[config.mk]
export PLATFORM = sky130hd
export DESIGN_NAME = imem_boot_loader_flat
export DESIGN_NICKNAME = d
export VERILOG_FILES = /design/src/rtl/imem_boot_loader_pkg.sv /design/src/rtl/imem_boot_loader_if.sv /design/src/rtl/imem_boot_loader_byte_word_packer.sv /design/src/rtl/imem_boot_loader.sv /design/src/flat_wrapper.sv
export SDC_FILE = /design/constraint.sdc
export NUM_CORES = 1
export LEC_CHECK = 0
export ABC_AREA = 1
export CORE_MARGIN = 4
export CORE_UTILIZATION = 40
export DETAILED_ROUTE_END_ITERATION = 12
export GPL_ROUTABILITY_DRIVEN = 0
export MAX_ROUTING_LAYER = met4
export PLACE_DENSITY = 0.67
export SLEW_MARGIN = 20
export SYNTH_ARGS = -nofsm -noshare
export SYNTH_HDL_FRONTEND = slang
export SYNTH_HIERARCHICAL = 1
export SYNTH_SLANG_ARGS = --single-unit
[constraint.sdc]
create_clock -name clk -period 3.18 [get_ports clk]
set_clock_uncertainty 0.2 [all_clocks]
set_input_delay 0.795 -clock clk [delete_from_list [all_inputs] [get_ports clk]]
set_output_delay 0.795 -clock clk [all_outputs]
set_load 0.02 [all_outputs]
[src/rtl/imem_boot_loader_pkg.sv]
// mips_boot_pkg: shared FSM state type and image-format constants for the boot loader.
package mips_boot_pkg;
  typedef enum logic [2:0] {ADDR, COUNT, DATA, CHECK, RUN, ERROR} state_t;
  localparam int HDR_BYTES = 8;
  localparam int WORD_BYTES = 4;
  localparam logic [31:0] ALIGN_MASK = 32'h3;
endpackage

[src/rtl/imem_boot_loader_if.sv]
// imem_boot_loader_if: byte stream in, instruction-memory write port out.
interface imem_boot_loader_if;
  logic [7:0] s_data;
  logic s_valid, s_ready, imem_we;
  logic [31:0] imem_addr, imem_wdata;
  modport master (output s_data, s_valid, input s_ready, imem_we, imem_addr, imem_wdata);
  modport slave (input s_data, s_valid, output s_ready, imem_we, imem_addr, imem_wdata);
endinterface

[src/rtl/imem_boot_loader_byte_word_packer.sv]
// byte_word_packer: big-endian byte-to-word assembler; word/word_done are valid in the 4th byte's accept cycle.
module byte_word_packer (
  input  logic        clk,
  input  logic        rst_n,
  input  logic        en,
  input  logic [7:0]  din,
  output logic [31:0] word,
  output logic        word_done,
  output logic [1:0]  idx
);
  logic [23:0] sh;
  assign word = {sh, din};
  assign word_done = en && idx == 2'd3;
  always_ff @(posedge clk or negedge rst_n)
    if (!rst_n) begin
      sh  <= '0;
      idx <= '0;
    end else if (en) begin
      sh  <= word[23:0];
      idx <= idx + 2'd1;
    end
endmodule

[src/rtl/imem_boot_loader.sv]
// imem_boot_loader: parses an address/count/payload/checksum byte image, writes imem, then releases the core.
import mips_boot_pkg::*;
module imem_boot_loader #(
  parameter int MAX_WORDS = 1024
) (
  input  logic                clk,
  input  logic                rst_n,
  imem_boot_loader_if.slave   bus,
  output logic                core_run,
  output logic [31:0]         pc_value,
  output logic                busy,
  output logic                err
);
  localparam int CW = $clog2(MAX_WORDS + 1);
  state_t state;
  logic [31:0] load_addr, ptr, word;
  logic [CW-1:0] cnt;
  logic [7:0] xsum;
  logic [1:0] idx;
  logic take, word_done;
  assign bus.s_ready = state inside {ADDR, COUNT, DATA, CHECK};
  assign take = bus.s_valid && bus.s_ready;
  assign busy = (state == ADDR && idx != 2'd0) || state inside {COUNT, DATA, CHECK};
  assign core_run = state == RUN;
  assign err = state == ERROR;
  assign pc_value = core_run ? load_addr : '0;
  byte_word_packer u_pack (
    .clk(clk), .rst_n(rst_n), .en(take), .din(bus.s_data),
    .word(word), .word_done(word_done), .idx(idx)
  );
  always_ff @(posedge clk or negedge rst_n)
    if (!rst_n) begin
      state          <= ADDR;
      load_addr      <= '0;
      ptr            <= '0;
      cnt            <= '0;
      xsum           <= '0;
      bus.imem_we    <= 1'b0;
      bus.imem_addr  <= '0;
      bus.imem_wdata <= '0;
    end else begin
      bus.imem_we <= 1'b0;
      if (take)
        case (state)
          ADDR: if (word_done) begin
            load_addr <= word;
            state     <= (word & ALIGN_MASK) != '0 ? ERROR : COUNT;
          end
          COUNT: if (word_done) begin
            ptr   <= load_addr;
            cnt   <= word[CW-1:0];
            state <= word > 32'(MAX_WORDS) ? ERROR : word == '0 ? CHECK : DATA;
          end
          DATA: begin
            xsum <= xsum ^ bus.s_data;
            if (word_done) begin
              bus.imem_we    <= 1'b1;
              bus.imem_addr  <= ptr;
              bus.imem_wdata <= word;
              ptr            <= ptr + 32'(WORD_BYTES);
              cnt            <= cnt - CW'(1);
              state          <= cnt == CW'(1) ? CHECK : DATA;
            end
          end
          CHECK: state <= bus.s_data == xsum ? RUN : ERROR;
          default: ;
        endcase
    end
endmodule

[src/flat_wrapper.sv]
// flat-port wrapper written by rule: the top's interface ports become plain ports
module imem_boot_loader_flat 
#(
  parameter int MAX_WORDS = 1024
)
  (clk, rst_n, core_run, pc_value, busy, err, bus_s_data, bus_s_valid, bus_s_ready, bus_imem_we, bus_imem_addr, bus_imem_wdata);
  imem_boot_loader_if bus_i ();
  input  logic clk;
  input  logic rst_n;
  output logic core_run;
  output logic [31:0] pc_value;
  output logic busy;
  output logic err;
  input wire logic [$bits(bus_i.s_data)-1:0] bus_s_data;
  input wire logic [$bits(bus_i.s_valid)-1:0] bus_s_valid;
  output wire logic [$bits(bus_i.s_ready)-1:0] bus_s_ready;
  output wire logic [$bits(bus_i.imem_we)-1:0] bus_imem_we;
  output wire logic [$bits(bus_i.imem_addr)-1:0] bus_imem_addr;
  output wire logic [$bits(bus_i.imem_wdata)-1:0] bus_imem_wdata;
  assign bus_i.s_data = bus_s_data;
  assign bus_i.s_valid = bus_s_valid;
  assign bus_s_ready = bus_i.s_ready;
  assign bus_imem_we = bus_i.imem_we;
  assign bus_imem_addr = bus_i.imem_addr;
  assign bus_imem_wdata = bus_i.imem_wdata;
  imem_boot_loader #(.MAX_WORDS(MAX_WORDS)) u_core (.clk(clk), .rst_n(rst_n), .bus(bus_i), .core_run(core_run), .pc_value(pc_value), .busy(busy), .err(err));
endmodule
==> impl_metrics.py <==
metrics = {
    "critical_path": {
        "startpoint_type": "flop",
        "worstPathCellList": "nor2_1, nand2_1, buf_4, nor2_1, clkdlybuf4s50_1",
        "endpoint_kind": "output pin",
        "critPathSlowestCell": "clkdlybuf4s50_1",
        "crit_fanout": 12,
        "cpMostUsedCell": "nor2_1",
        "slowest_delay_ns": 0.61,
        "crit_type": "reg -> out",
        "cp.arrival_ns": 2.05,
        "cp_data_required_time_ns": 2.18,
    },
    "routing": {
        "drt_iter0_drc": 775,
        "drt_pre_antenna_iters": 8,
        "finalWirelength_um": 23900,
        "wl_per_cell_um": 15.9,
        "ant_nets": 0,
        "drc": 0,
        "post_drt_via_cell_ratio": 5.06,
        "routed-via-count": 7619,
    },
    "synth": {
        "syn-num-nets": 1139,
        "synth_cell_types": 34,
        "syn-cell-area_mm2": 0.00863,
        "synth_cells": 1124,
        "ys_seq_area_frac": 0.513,
        "syn_avg_cell_area_um2": 7.68,
        "yosysWarnings": 6,
        "synth-seq-cells": 177,
    },
    "sta": {
        "drv_slew": 0,
        "fin_crit_ns": 3.05,
        "max_freq_mhz": 328,
        "rsz0062_at_grt": "no",
        "setup_violations": 0,
        "finalHoldViolCount": 0,
        "period_share": 0.958,
        "worstMarginPinSlew_ns": 1.14,
        "max_slew_margin": 0.237,
    },
    "clock_network": {
        "cts-root-buf": "clkbuf_16",
        "clock_sinks": 177,
        "cts_hold_buf": 0,
        "cts_tree": "built",
        "post-cts-setup-buffers": 0,
        "clk_latency_ns": 0.43,
        "cts.reportedPaths.clkPinSlew_ns": 0.07,
        "numCtsBuffers": 17,
        "htreeDepth": 4,
        "cts_buffer_depth": 2,
    },
    "final_layout": {
        "insertedDiodeCount": 0,
        "syn_to_final_growth_pct": 22.9,
        "drive_gt1_frac": 0.0561,
        "filler_cell_count": 2030,
        "fin_area_mm2": 0.0106,
        "nets": 1233,
        "final_util": 0.503,
        "fin_cells": 1506,
    },
    "global_routing": {
        "grt_use_total": 0.207,
        "grt_first_pass_wirelength_um": 38400,
        "antenna_found_initial": 0,
        "grt_max_degree": 65,
        "grt-ovfl-total": 0,
        "grt_pass1_vias": 7195,
    },
    "power_and_ir_drop": {
        "irDropWorstVdd_mv": 0.411,
        "leakagePower_nw": 5.33,
        "cellPowerDensity_mw_per_mm2": 643,
    },
    "placement": {
        "place_inst": 1474,
        "dp_hpwl_um": 17400,
        "portBuffers": 111,
        "place_area_mm2": 0.00997,
    },
    "die": {
        "die_h_um": 155,
        "placement_rows": 53,
        "die_w_um": 155,
        "coreArea_mm2": 0.0211,
        "die_area_mm2": 0.0240,
        "initial_utilization": 0.409,
        "io_pins": 112,
    },
    "job": {
        "maxCapViolCount": 0,
    },
    "outcome": {
        "status": "completed",
    },
    "worst_hold_path": {
        "hp-class": "in -> async",
    },
}
[where the power goes]
group / switching, W / leakage, nW / internal, W / total [W]
Clock: 0.000884 / 0.284 / 0.00121 / 0.00209
Sequential: 0.000384 / 2.28 / 0.00263 / 0.00302
Combinational: 0.00116 / 2.77 / 0.000555 / 0.00172
Total: 0.00243 / 5.33 / 0.00439 / 0.00682
[worst max-delay path: cells and delay by family, from the launching register on]
kind,cells,cell delay [ns]
flops,1,0.42
simple gates,3,0.37
buf+inv,2,0.82
[kinds of logic (layout without fill, tap and decap cells)]
logic type | Yosys count | count (layout) | share of synthesized area
compound gates | 200 | 200 | 0.119
fa+ha+maj | 4 | 4 | 0.00580
buf+inv | 186 | 293 | 0.0963
simple gates | 544 | 544 | 0.252
flops | 177 | 177 | 0.513
xor+xnor | 13 | 13 | 0.0132
[synthesized netlist by cell type, drive strengths merged]
| library cell | number | area (um^2) |
|---|---|---|
| a22oi | 2 | 15.0 |
| o211ai | 3 | 22.5 |
| a21oi | 39 | 195 |
| o31ai | 3 | 22.5 |
| ha | 4 | 50.1 |
| inv | 132 | 505 |
| nor2 | 126 | 504 |
| nand3 | 48 | 245 |
| nor3b | 1 | 7.51 |
| nand2 | 363 | 1390 |
| nor3 | 1 | 5.00 |
| buf | 39 | 269 |
| xor2 | 8 | 70.1 |
| o22ai | 2 | 12.5 |
| clkbuf | 15 | 56.3 |
| xnor2 | 5 | 43.8 |
| o21bai | 1 | 7.51 |
| nand4 | 4 | 25.0 |
| dfrtp | 177 | 4430 |
| or2 | 1 | 6.26 |
| o21ai | 150 | 751 |
[worst paths after layout]
kind	end	start	slack [ns]	cells past startpoint
setup / recovery	pc_value[4]	u_core/state[1]	0.13	5
max in group asynchronous	u_core/state[0]	rst_n	1.95	2
hold reg to reg	u_core/bus.imem_addr[13]	u_core/bus.imem_addr[13]	0.27	2
hold / removal	u_core/bus.imem_addr[22]	rst_n	0.1	1
setup reg to reg	u_core/cnt[6]	u_core/state[2]	0.40	14
min in group clk	u_core/bus.imem_addr[13]	u_core/bus.imem_addr[13]	0.27	2
[through the flow]
step	hold slack, ns	worst slack [ns]	TNS (ns)	total power, W
2_1_floorplan	0.242	0.686	0	0.00411
3_3_place_gp	0.254	-0.254	-3.52	0.00469
3_5_place_dp	0.262	-0.253	-3.30	0.00474
4_1_cts	0.107	0.0199	0	0.00685
5_1_grt	0.112	0.00363	0	0.00723
6_report	0.0959	0.134	0	0.00682
[cells in the final DEF (no fill, tap or decap), types with 17 or more instances in the layout]
cell / instances
a21oi_1: 39
clkbuf_16: 17
clkdlybuf4s50_1: 88
dfrtp_1: 177
dlymetal6s2s_1: 20
inv_1: 126
nand2_1: 356
nand3_1: 47
nor2_1: 121
o21ai_0: 99
o21ai_1: 51
[metal layers]
layer,routed length (um),global-route usage,share of wire,up-vias
li1,-,-,-,3700
met1,11100,0.288,0.47,3643
met2,11100,0.315,0.46,242
met3,1210,0.0362,0.051,34
met4,460,0.0547,0.019,0
met5,0,-,0,-
[registers in the layout (all words and copies together) (netlist names)]
register / cells
u_core/ptr: 32
u_core/load_addr: 32
u_core/u_pack/sh: 24
u_core/state: 3
u_core/bus.imem_wdata: 32
u_core/u_pack/idx: 2
u_core/xsum: 8
u_core/bus.imem_we: 1
u_core/bus.imem_addr: 32
u_core/cnt: 11
[what timing repair did]
item	4_1_cts	5_1_grt
hold endpoints to repair	0	0
setup endpoints to repair	2	20
resized for setup	2	20
[area by class of cell]
class                   count  area, um^2  area share
well taps                 275         344      0.0324
clock buffers              21         460      0.0434
flip-flops and latches    177        4430       0.418
multi-input cells         761        3370       0.318
repair buffers            129        1370       0.129
inverters                 132         507      0.0478
clock inverters            11         129      0.0121
(Power assumes the default switching activity.)
